`src/rtl/fft8_frame_ctrl.sv`:
```
// fft8_frame_ctrl: frame sequencer in front of the 8-point FFT core.
// Collects eight complex samples, presents them in parallel to the core,
// waits out the core latency, captures the eight bins and streams them out
// one per valid/ready handshake with a last flag on bin 7.
//
// Optional feature macro: FFT8_CTRL_OVERLAP_EN
//   defined   - the next frame may load while the current one drains
//   undefined - loading only happens in the LOAD state
module fft8_frame_ctrl #(
    parameter int DATA_W   = 16,
    parameter int PIPE_LAT = 3
) (
    input  logic                clk,
    input  logic                rst,
    input  logic                in_valid,
    output logic                in_ready,
    input  logic [DATA_W-1:0]   in_re,
    input  logic [DATA_W-1:0]   in_im,
    output logic [8*DATA_W-1:0] fft_x_re,
    output logic [8*DATA_W-1:0] fft_x_im,
    input  logic [8*DATA_W-1:0] fft_y_re,
    input  logic [8*DATA_W-1:0] fft_y_im,
    output logic                out_valid,
    input  logic                out_ready,
    output logic [DATA_W-1:0]   out_re,
    output logic [DATA_W-1:0]   out_im,
    output logic                out_last,
    output logic                busy,
    output logic [15:0]         frame_cnt
);

    // Run counter must hold 0..PIPE_LAT; keep at least one bit.
    localparam int CW = (PIPE_LAT < 1) ? 1 : $clog2(PIPE_LAT + 1);
    localparam logic [CW-1:0] RUN_LAST = CW'(PIPE_LAT);

    localparam logic [1:0] ST_LOAD  = 2'd0;
    localparam logic [1:0] ST_RUN   = 2'd1;
    localparam logic [1:0] ST_DRAIN = 2'd2;

    logic [1:0]        state_r;
    logic [DATA_W-1:0] xin_re_r  [8];
    logic [DATA_W-1:0] xin_im_r  [8];
    logic [DATA_W-1:0] ybuf_re_r [8];
    logic [DATA_W-1:0] ybuf_im_r [8];
    logic [2:0]        ld_idx_r;
    logic [2:0]        rd_idx_r;
    logic [CW-1:0]     run_cnt_r;
    logic [15:0]       frame_cnt_r;

    logic              accept_s;
    logic              out_hs_s;
    logic              fill_done_s;

`ifdef FFT8_CTRL_OVERLAP_EN
    // Set once all eight samples of the next frame are held during DRAIN.
    logic              ld_full_r;
`endif

    // Input readiness decoded from registered state only.
    always_comb begin
        in_ready = 1'b0;
        case (state_r)
            ST_LOAD:  in_ready = 1'b1;
`ifdef FFT8_CTRL_OVERLAP_EN
            ST_DRAIN: in_ready = ~ld_full_r;
`else
            ST_DRAIN: in_ready = 1'b0;
`endif
            ST_RUN:   in_ready = 1'b0;
            default:  in_ready = 1'b0;
        endcase
    end

    // Output side is a pure decode of state and the read pointer.
    always_comb begin
        out_valid = (state_r == ST_DRAIN);
        out_last  = (state_r == ST_DRAIN) && (rd_idx_r == 3'd7);
        out_re    = ybuf_re_r[rd_idx_r];
        out_im    = ybuf_im_r[rd_idx_r];
        busy      = (state_r != ST_LOAD) || (ld_idx_r != 3'd0);
        frame_cnt = frame_cnt_r;
    end

    // Handshake strobes used by the sequential blocks.
    always_comb begin
        accept_s    = in_valid && in_ready;
        out_hs_s    = out_valid && out_ready;
        fill_done_s = accept_s && (ld_idx_r == 3'd7);
    end

    // Input frame register drives the FFT lanes directly, natural order.
    always_comb begin
        fft_x_re = '0;
        fft_x_im = '0;
        for (int k = 0; k < 8; k++) begin
            fft_x_re[k*DATA_W +: DATA_W] = xin_re_r[k];
            fft_x_im[k*DATA_W +: DATA_W] = xin_im_r[k];
        end
    end

    // Sample loading: write the current lane and advance the load index.
    always_ff @(posedge clk or posedge rst) begin
        if (rst) begin
            ld_idx_r <= 3'd0;
            for (int k = 0; k < 8; k++) begin
                xin_re_r[k] <= '0;
                xin_im_r[k] <= '0;
            end
        end else if (accept_s) begin
            xin_re_r[ld_idx_r] <= in_re;
            xin_im_r[ld_idx_r] <= in_im;
            ld_idx_r           <= ld_idx_r + 3'd1;
        end
    end

`ifdef FFT8_CTRL_OVERLAP_EN
    // Track a complete next frame that arrived before the drain finished.
    always_ff @(posedge clk or posedge rst) begin
        if (rst) begin
            ld_full_r <= 1'b0;
        end else if ((state_r == ST_DRAIN) && out_hs_s && (rd_idx_r == 3'd7)) begin
            // Leaving DRAIN: a full frame (held or just completed) moves to RUN.
            ld_full_r <= 1'b0;
        end else if ((state_r == ST_DRAIN) && fill_done_s) begin
            ld_full_r <= 1'b1;
        end else begin
            ld_full_r <= ld_full_r;
        end
    end
`endif

    // Main sequencer: LOAD -> RUN (core latency) -> DRAIN (serial output).
    always_ff @(posedge clk or posedge rst) begin
        if (rst) begin
            state_r     <= ST_LOAD;
            run_cnt_r   <= '0;
            rd_idx_r    <= 3'd0;
            frame_cnt_r <= 16'd0;
        end else begin
            case (state_r)
                ST_LOAD: begin
                    if (fill_done_s) begin
                        state_r   <= ST_RUN;
                        run_cnt_r <= '0;
                    end
                end
                ST_RUN: begin
                    if (run_cnt_r == RUN_LAST) begin
                        state_r  <= ST_DRAIN;
                        rd_idx_r <= 3'd0;
                    end else begin
                        run_cnt_r <= run_cnt_r + {{(CW-1){1'b0}}, 1'b1};
                    end
                end
                ST_DRAIN: begin
                    if (out_hs_s) begin
                        if (rd_idx_r == 3'd7) begin
                            frame_cnt_r <= frame_cnt_r + 16'd1;
                            rd_idx_r    <= 3'd0;
                            run_cnt_r   <= '0;
`ifdef FFT8_CTRL_OVERLAP_EN
                            if (ld_full_r || fill_done_s) begin
                                state_r <= ST_RUN;
                            end else begin
                                state_r <= ST_LOAD;
                            end
`else
                            state_r <= ST_LOAD;
`endif
                        end else begin
                            rd_idx_r <= rd_idx_r + 3'd1;
                        end
                    end
                end
                default: begin
                    state_r <= ST_LOAD;
                end
            endcase
        end
    end

    // Result capture on the final RUN cycle; buffer is stable through DRAIN.
    always_ff @(posedge clk or posedge rst) begin
        if (rst) begin
            for (int k = 0; k < 8; k++) begin
                ybuf_re_r[k] <= '0;
                ybuf_im_r[k] <= '0;
            end
        end else if ((state_r == ST_RUN) && (run_cnt_r == RUN_LAST)) begin
            for (int k = 0; k < 8; k++) begin
                ybuf_re_r[k] <= fft_y_re[k*DATA_W +: DATA_W];
                ybuf_im_r[k] <= fft_y_im[k*DATA_W +: DATA_W];
            end
        end
    end

endmodule

```
`config.mk`:
```
export PLATFORM = sky130hd
export DESIGN_NAME = fft8_frame_ctrl
export DESIGN_NICKNAME = d
export VERILOG_FILES = /design/src/rtl/fft8_frame_ctrl.sv
export SDC_FILE = /design/constraint.sdc
export NUM_CORES = 1
export LEC_CHECK = 0
export CORE_MARGIN = 4
export CORE_UTILIZATION = 44
export CTS_CLUSTER_SIZE = 20
export DETAILED_ROUTE_END_ITERATION = 6
export PLACE_DENSITY = 0.77
export SLEW_MARGIN = 20
export SYNTH_ARGS = -nofsm -noshare
export SYNTH_HDL_FRONTEND = slang
export SYNTH_SLANG_ARGS = --single-unit
```
`constraint.sdc`:
```
create_clock -name clk -period 21.7 [get_ports clk]
set_clock_uncertainty 0.15 [all_clocks]
set_input_delay 6.51 -clock clk [delete_from_list [all_inputs] [get_ports clk]]
set_output_delay 6.51 -clock clk [all_outputs]
set_load 0.02 [all_outputs]
```
==> results of run 1 <==
[final timing paths]
kind	slack, ns	end	from	cells after the start
max	11.44	out_im[5]	rd_idx_r[0]	4
min	0.32	ybuf_im_r[91]	ybuf_im_r[91]	2
max reg2reg	17.81	ybuf_re_r[117]	state_r[1]	5
min reg2reg	0.32	ybuf_im_r[91]	ybuf_im_r[91]	2
max in group asynchronous	12.72	fft_x_re[82]	rst	4
min in group asynchronous	6.41	ybuf_re_r[54]	rst	2
[synthesized netlist by cell type, drive strengths merged]
| cell type | instances |
|---|---|
| o21ai | 1 |
| xor2 | 5 |
| nor4 | 1 |
| a22o | 3 |
| and3 | 3 |
| xnor2 | 11 |
| nand3b | 2 |
| ha | 7 |
| nand4 | 5 |
| inv | 5 |
| a32o | 1 |
| nor2 | 11 |
| nor3 | 2 |
| nor3b | 2 |
| nand2 | 783 |
| and3b | 1 |
| nor2b | 3 |
| mux2 | 294 |
| mux4 | 64 |
| clkbuf | 28 |
| and2 | 2 |
| o211ai | 1 |
| and4 | 1 |
| buf | 74 |
| dfrtp | 538 |
| nand3 | 9 |
| nand4b | 1 |
[layout by cell type (no fill, tap or decap), types with 4 or more instances in the layout]
cell             instances
dfrtp_1                535
nor2_1                  10
clkbuf_1                12
xnor2_1                 11
clkinv_2                 9
clkdlybuf4s50_1        599
ha_1                     7
mux2_2                 194
nand4_1                  5
nand2_1                777
clkbuf_8                19
nand3_1                  9
xor2_1                   5
mux4_2                  64
clkbuf_16               57
buf_4                    7
nand2_2                  4
diode_2                 18
mux2_1                 100
[kinds of logic (layout without fill, tap and decap cells)]
| family | Yosys count | in the layout | share of synthesized area, % |
|---|---|---|---|
| and+or+nand+nor | 826 | 826 | 14.54 |
| DFF | 538 | 538 | 60.50 |
| adders and majority gates | 7 | 7 | 0.3936 |
| AOI/OAI and AO/OA | 6 | 6 | 0.2193 |
| buffers and inverters | 107 | 716 | 2.356 |
| muxes | 358 | 358 | 21.36 |
| other | 0 | 18 | 0 |
| xor gates and xnor gates | 16 | 16 | 0.6298 |
[stage by stage]
stage	instances	worst slack [ns]	hold WS, ns	total power (uW)	utilization (%)
after global placement	3037	11.84	0.3022	3490	57.35
final	3157	11.44	0.3180	4521	61.24
after global routing	3156	11.20	0.3354	4756	61.23
after detailed placement	3037	11.72	0.3078	3554	57.35
after floorplan	1858	0.002977	0.2903	2689	-
after CTS	3139	11.32	0.3227	4552	61.12
[registers in the layout, indices dropped and copies added, names as in the netlist]
signal,cells
ybuf_re_r,128
state_r,2
fft_x_im,128
frame_cnt,16
run_cnt_r,2
ybuf_im_r,128
rd_idx_r,3
fft_x_re,128
ld_idx_r,3
[power groups by stage]
stage / combinational [uW] / sequential (uW) / clock (uW)
floorplan: 781 / 1910 / 0
global placement: 1770 / 1720 / 0
detailed placement: 1810 / 1740 / 0
CTS: 1830 / 1730 / 990
global route: 1940 / 1780 / 1030
finish: 1810 / 1740 / 973
[worst reg2reg max path: cells and delay by family, from the launching register on]
family	cells	cell delay (ns)
AND/OR/NAND/NOR	3	1.30
flip-flops	1	0.55
buffers and inverters	2	1.81
[cell type report]
class / instances / area [sq um]
fill: 3873 / 19410
multi-input combinational: 1213 / 8294
sequential: 538 / 13470
clock inverter: 14 / 151.4
antenna: 18 / 45.04
tap: 672 / 840.8
clock buffer: 88 / 1733
inverter: 5 / 26.28
timing repair buffer: 609 / 6100
[layer usage]
metal	wire, microns	vias to the layer above
met4	2823	0
met5	0	-
li1	-	7278
met3	6927	150
met1	26090	8321
met2	32680	713
==> results.yml, run 1 <==
yosys:
  syn_area_per_cell_sq_um: 11.98
  yosys_warnings: 0
  synth_largest_area_cell: "dfrtp_1"
  synth_nets: 2157
  ys_ff_latch: 538
  yosysUniqueCellTypes: 35
  netlist_instances: 1858
  netlist.area_leader.share_pct: 60.50
  seq_area_frac_synth_pct: 60.50
  syn_area_sq_um: 22250
  ys_top_cells_by_area: "dfrtp_1 61%, nand2_1 13%, mux2_2 9.8%"
setup_path:
  critPathBufInv: 2
  crit_fanout: 37
  slowest_delay_ns: 0.82
  slowest_stage: "dfrtp_4"
  critical-path-top-delay-family: "buffers and inverters"
  arrival_ns: 3.60
  critPathLaunchType: "flip-flop"
  endpoint_kind: "primary output"
  worstPathCellList: "buf_4 > mux4_2 > mux2_2 > clkdlybuf4s50_1"
  crit_type: "reg -> out"
  critPathRequiredTime_ns: 15.04
clocking:
  clock_path_buffers: 3
  numCtsBuffers: 56
  tritoncts: "yes"
  cts.repair.resized: 0
  clkSinkCount: 538
  clock-root-buffer: "clkbuf_16"
  cts-hold-fix-buffers: 0
  insertion_delay_ns: 0.60
  path_clk_slew_ns: 0.06
  post_cts_buffers: 0
  cts_max_level: 2
global_route:
  top_usage_layer: "met2"
  grt_max_degree: 258
  grtUsageTotal_pct: 24.65
  overflow: 0
  antenna_found_initial: 18
  met3_usage_pct: 8.448
  gr-usage-met1_pct: 30.52
  grt_pass1_wl_microns: 103100
  met2_usage_pct: 39.36
  grt_pass1_vias: 17374
routing:
  ant_nets: 0
  drc: 0
  avgRoutedWirePerCell_microns: 21.71
  dr.pass1.iters: 5
  totalWireLength_microns: 68520
  drtIter0Drc: 1208
  num_vias: 16462
  vias_per_cell: 5.214
sta:
  finalMaxSlewViolations: 0
  slew_headroom_pct: 24.82
  max_freq_ghz: 0.09751
  rsz0062_at_grt: "false"
  worst_pin_slew_ns: 1.128
  tns_ns: 0
  finalCritPeriodShare_pct: 47.26
  min_period_ns: 10.26
  setup_viol: 0
  hold_viol: 0
floorplanning:
  initial_utilization_pct: 44.44
  coreArea_sq_um: 50070
  dieArea_sq_um: 54230
  die_h_microns: 232.9
  fp.dieW_microns: 232.9
  ios: 600
  std_cell_rows: 82
worst_hold_path:
  holdCritPathClass: "reg -> reg"
layout:
  finalNetCount: 2722
  syn_to_final_growth_pct: 37.79
  finish.instance_area_sq_um: 30660
  drive_gt1_share_pct: 15.32
run:
  maxCapViolations: 0
placement:
  hpwl_microns: 47400
  gp_congestion: 1.002
  io_buffers: 599
  place_area_sq_um: 28720
pwr:
  leakage_uw: 0.01327
  pwr-share-seq_pct: 38.4
  switching_share_pct: 34.94
  combPwrFrac_pct: 40.0
  peakVddDrop_v: 0.0001219
  internal_power_uw: 2941
  power.switching_uw: 1580
  power_density_nw_per_um2: 147.5
  p_clk_share_pct: 21.5
status:
  outcome: "complete, no violations"
No activity file was read; power rests on OpenSTA's default activity.
==> run 2, diff against run 1 <==
Settings changed: CORE_AREA set to 4 4 232 234, CORE_MARGIN 4 to unset, CORE_UTILIZATION 44 to unset, DIE_AREA set to 0 0 236 238, PLACE_DENSITY 0.77 to 0.72.
Clock period 21.7 ns to 10.2 ns, I/O delays scaled along.
==> run 2 against run 1 <==
  * Die area grew 3.6%
  * Critical endpoint is now out_im[6]
  * Clock power grew 110%
  * Utilization shrank 2.2 points
  * Critical path type unchanged
  * Highest routed layer is now met5
  * Final cell count grew 0.29%
  * Register-to-register slack lost 11 ns
==> results.yml, run 2 (synthesis gave the netlist of run 1 again) <==
setup_path:
  critPathLaunchType: "flip-flop"
  critPathRequiredTime_ns: 6.99
  rr_startpoint: "rd_idx_r[0]"
  crit_fanout: 41
  arrival_ns: 3.62
  crit_type: "reg -> out"
  r2r_setup_slack_ns: 6.89
  worstPathCellList: "buf_4 > mux4_2 > mux2_2 > clkdlybuf4s50_1"
  endpoint_kind: "primary output"
  worst_r2r_endpoint: "frame_cnt[15]"
  r2r_cells: 7
  slowest_stage: "dfrtp_4"
  slowest_delay_ns: 0.78
routing:
  dr.pass1.iters: 5
  drc: 0
  drtIter0Drc: 1085
  ant_nets: 0
  num_vias: 16202
  avgRoutedWirePerCell_microns: 21.59
  totalWireLength_microns: 68340
  vias_per_cell: 5.117
layout:
  finalNetCount: 2723
  layout_common_cells: "777 x nand2_1, 599 x clkdlybuf4s50_1, 535 x dfrtp_1, 194 x mux2_2, 100 x mux2_1"
  layout_commonest_cell: "nand2_1"
  drive_gt1_share_pct: 15.51
  syn_to_final_growth_pct: 37.92
  stdcell_count: 3166
  finish.instance_area_sq_um: 30690
placement:
  place_area_sq_um: 28760
  gp_congestion: 0.9234
  pre_cts_slack_ns: 3.913
  io_buffers: 599
  hpwl_microns: 47900
  placed_cells: 3055
global_route:
  antenna_found_initial: 9
  overflow: 0
  grt_max_degree: 258
  grt_pass1_vias: 17258
  grtUsageTotal_pct: 23.75
  grt_pass1_wl_microns: 104700
pwr:
  power_density_nw_per_um2: 312.9
  peakVddDrop_v: 0.0002219
  leakage_uw: 0.01327
sta:
  hold_viol: 0
  rsz0062_at_grt: "false"
  tns_ns: 0
  finalMaxSlewViolations: 0
  setup_viol: 0
  slew_headroom_pct: 22.25
  hold_slack_ns: 0.3215
  max_freq_ghz: 0.1465
  min_period_ns: 6.826
  worst_pin_slew_ns: 1.166
  finalCritPeriodShare_pct: 66.92
  finalWorstSetupSlack_ns: 3.374
clocking:
  numCtsBuffers: 55
  path_clk_slew_ns: 0.06
  clock-root-buffer: "clkbuf_16"
  cts.repair.resized: 0
  cts-hold-fix-buffers: 0
  clkSinkCount: 538
  tritoncts: "yes"
  clock_path_buffers: 3
  cts_max_level: 2
  insertion_delay_ns: 0.60
  post_cts_buffers: 0
floorplanning:
  std_cell_rows: 84
  dieArea_sq_um: 56170
  coreArea_sq_um: 52020
  ios: 600
  fp.dieW_microns: 236
  initial_utilization_pct: 42.77
  die_h_microns: 238
status:
  outcome: "complete, no violations"
worst_hold_path:
  worstHoldStart: "ybuf_re_r[18]"
  holdPathEnd: "ybuf_re_r[18]"
  hold_depth: 2
  holdCritPathClass: "reg -> reg"
run:
  maxCapViolations: 0
## run 2: cell types whose count changed in the layout (fill, tap and decap cells not counted), moves of 2 or more
cell and change:
inv_6 +2, buf_4 +2, clkbuf_1 -2, nand2_4 -2
nand2_2 +2, diode_2 -10, clkinvlp_4 +2
## run 2: through the flow
step	util [%]	total power (uW)
2_1_floorplan	-	5722
3_3_place_gp	55.28	7421
3_5_place_dp	55.28	7544
4_1_cts	58.95	9685
5_1_grt	58.99	10120
6_report	58.99	9603
## run 2: worst max-delay path by stage
| stage | slack (ns) | startpoint | depth (start not counted) | endpoint |
|---|---|---|---|---|
| floorplan | -0.33 | rst | 1 | fft_x_im[0] |
| global placement | 3.98 | rd_idx_r[0] | 4 | out_im[0] |
| detailed placement | 3.91 | rd_idx_r[0] | 4 | out_im[0] |
| CTS | 3.23 | rd_idx_r[0] | 4 | out_im[0] |
| global route | 3.09 | rd_idx_r[0] | 4 | out_im[0] |
| finish | 3.37 | rd_idx_r[0] | 4 | out_im[6] |
## run 2: routing by layer
metal / GRT usage, % / vias up / share of wire [%]
met1: 30.17 / 8182 / 40
met5: 0 / - / 0.019
li1: - / 7272 / -
met3: 8.033 / 107 / 8.9
met2: 38.92 / 639 / 49
met4: 7.439 / 2 / 2.8
## run 2: layout make-up
class,instances,area (sq um)
Antenna cell,8,20.02
Clock inverter,19,222.7
Sequential cell,538,13470
Tap cell,688,860.8
Inverter,5,22.52
Clock buffer,84,1687
Timing Repair Buffer,611,6123
Fill cell,4225,21340
Multi-Input combinational cell,1213,8284
## run 2: critical path: cells and delay by family, from the launching register on
family                 cells  cell delay, ns
buffers and inverters      2            1.29
flip-flops                 1            0.78
multiplexers               2            0.90
## run 2: where the power goes
group	switching (uW)	internal [uW]
sequential	632	3050
combinational	1870	1970
clock	838	1240
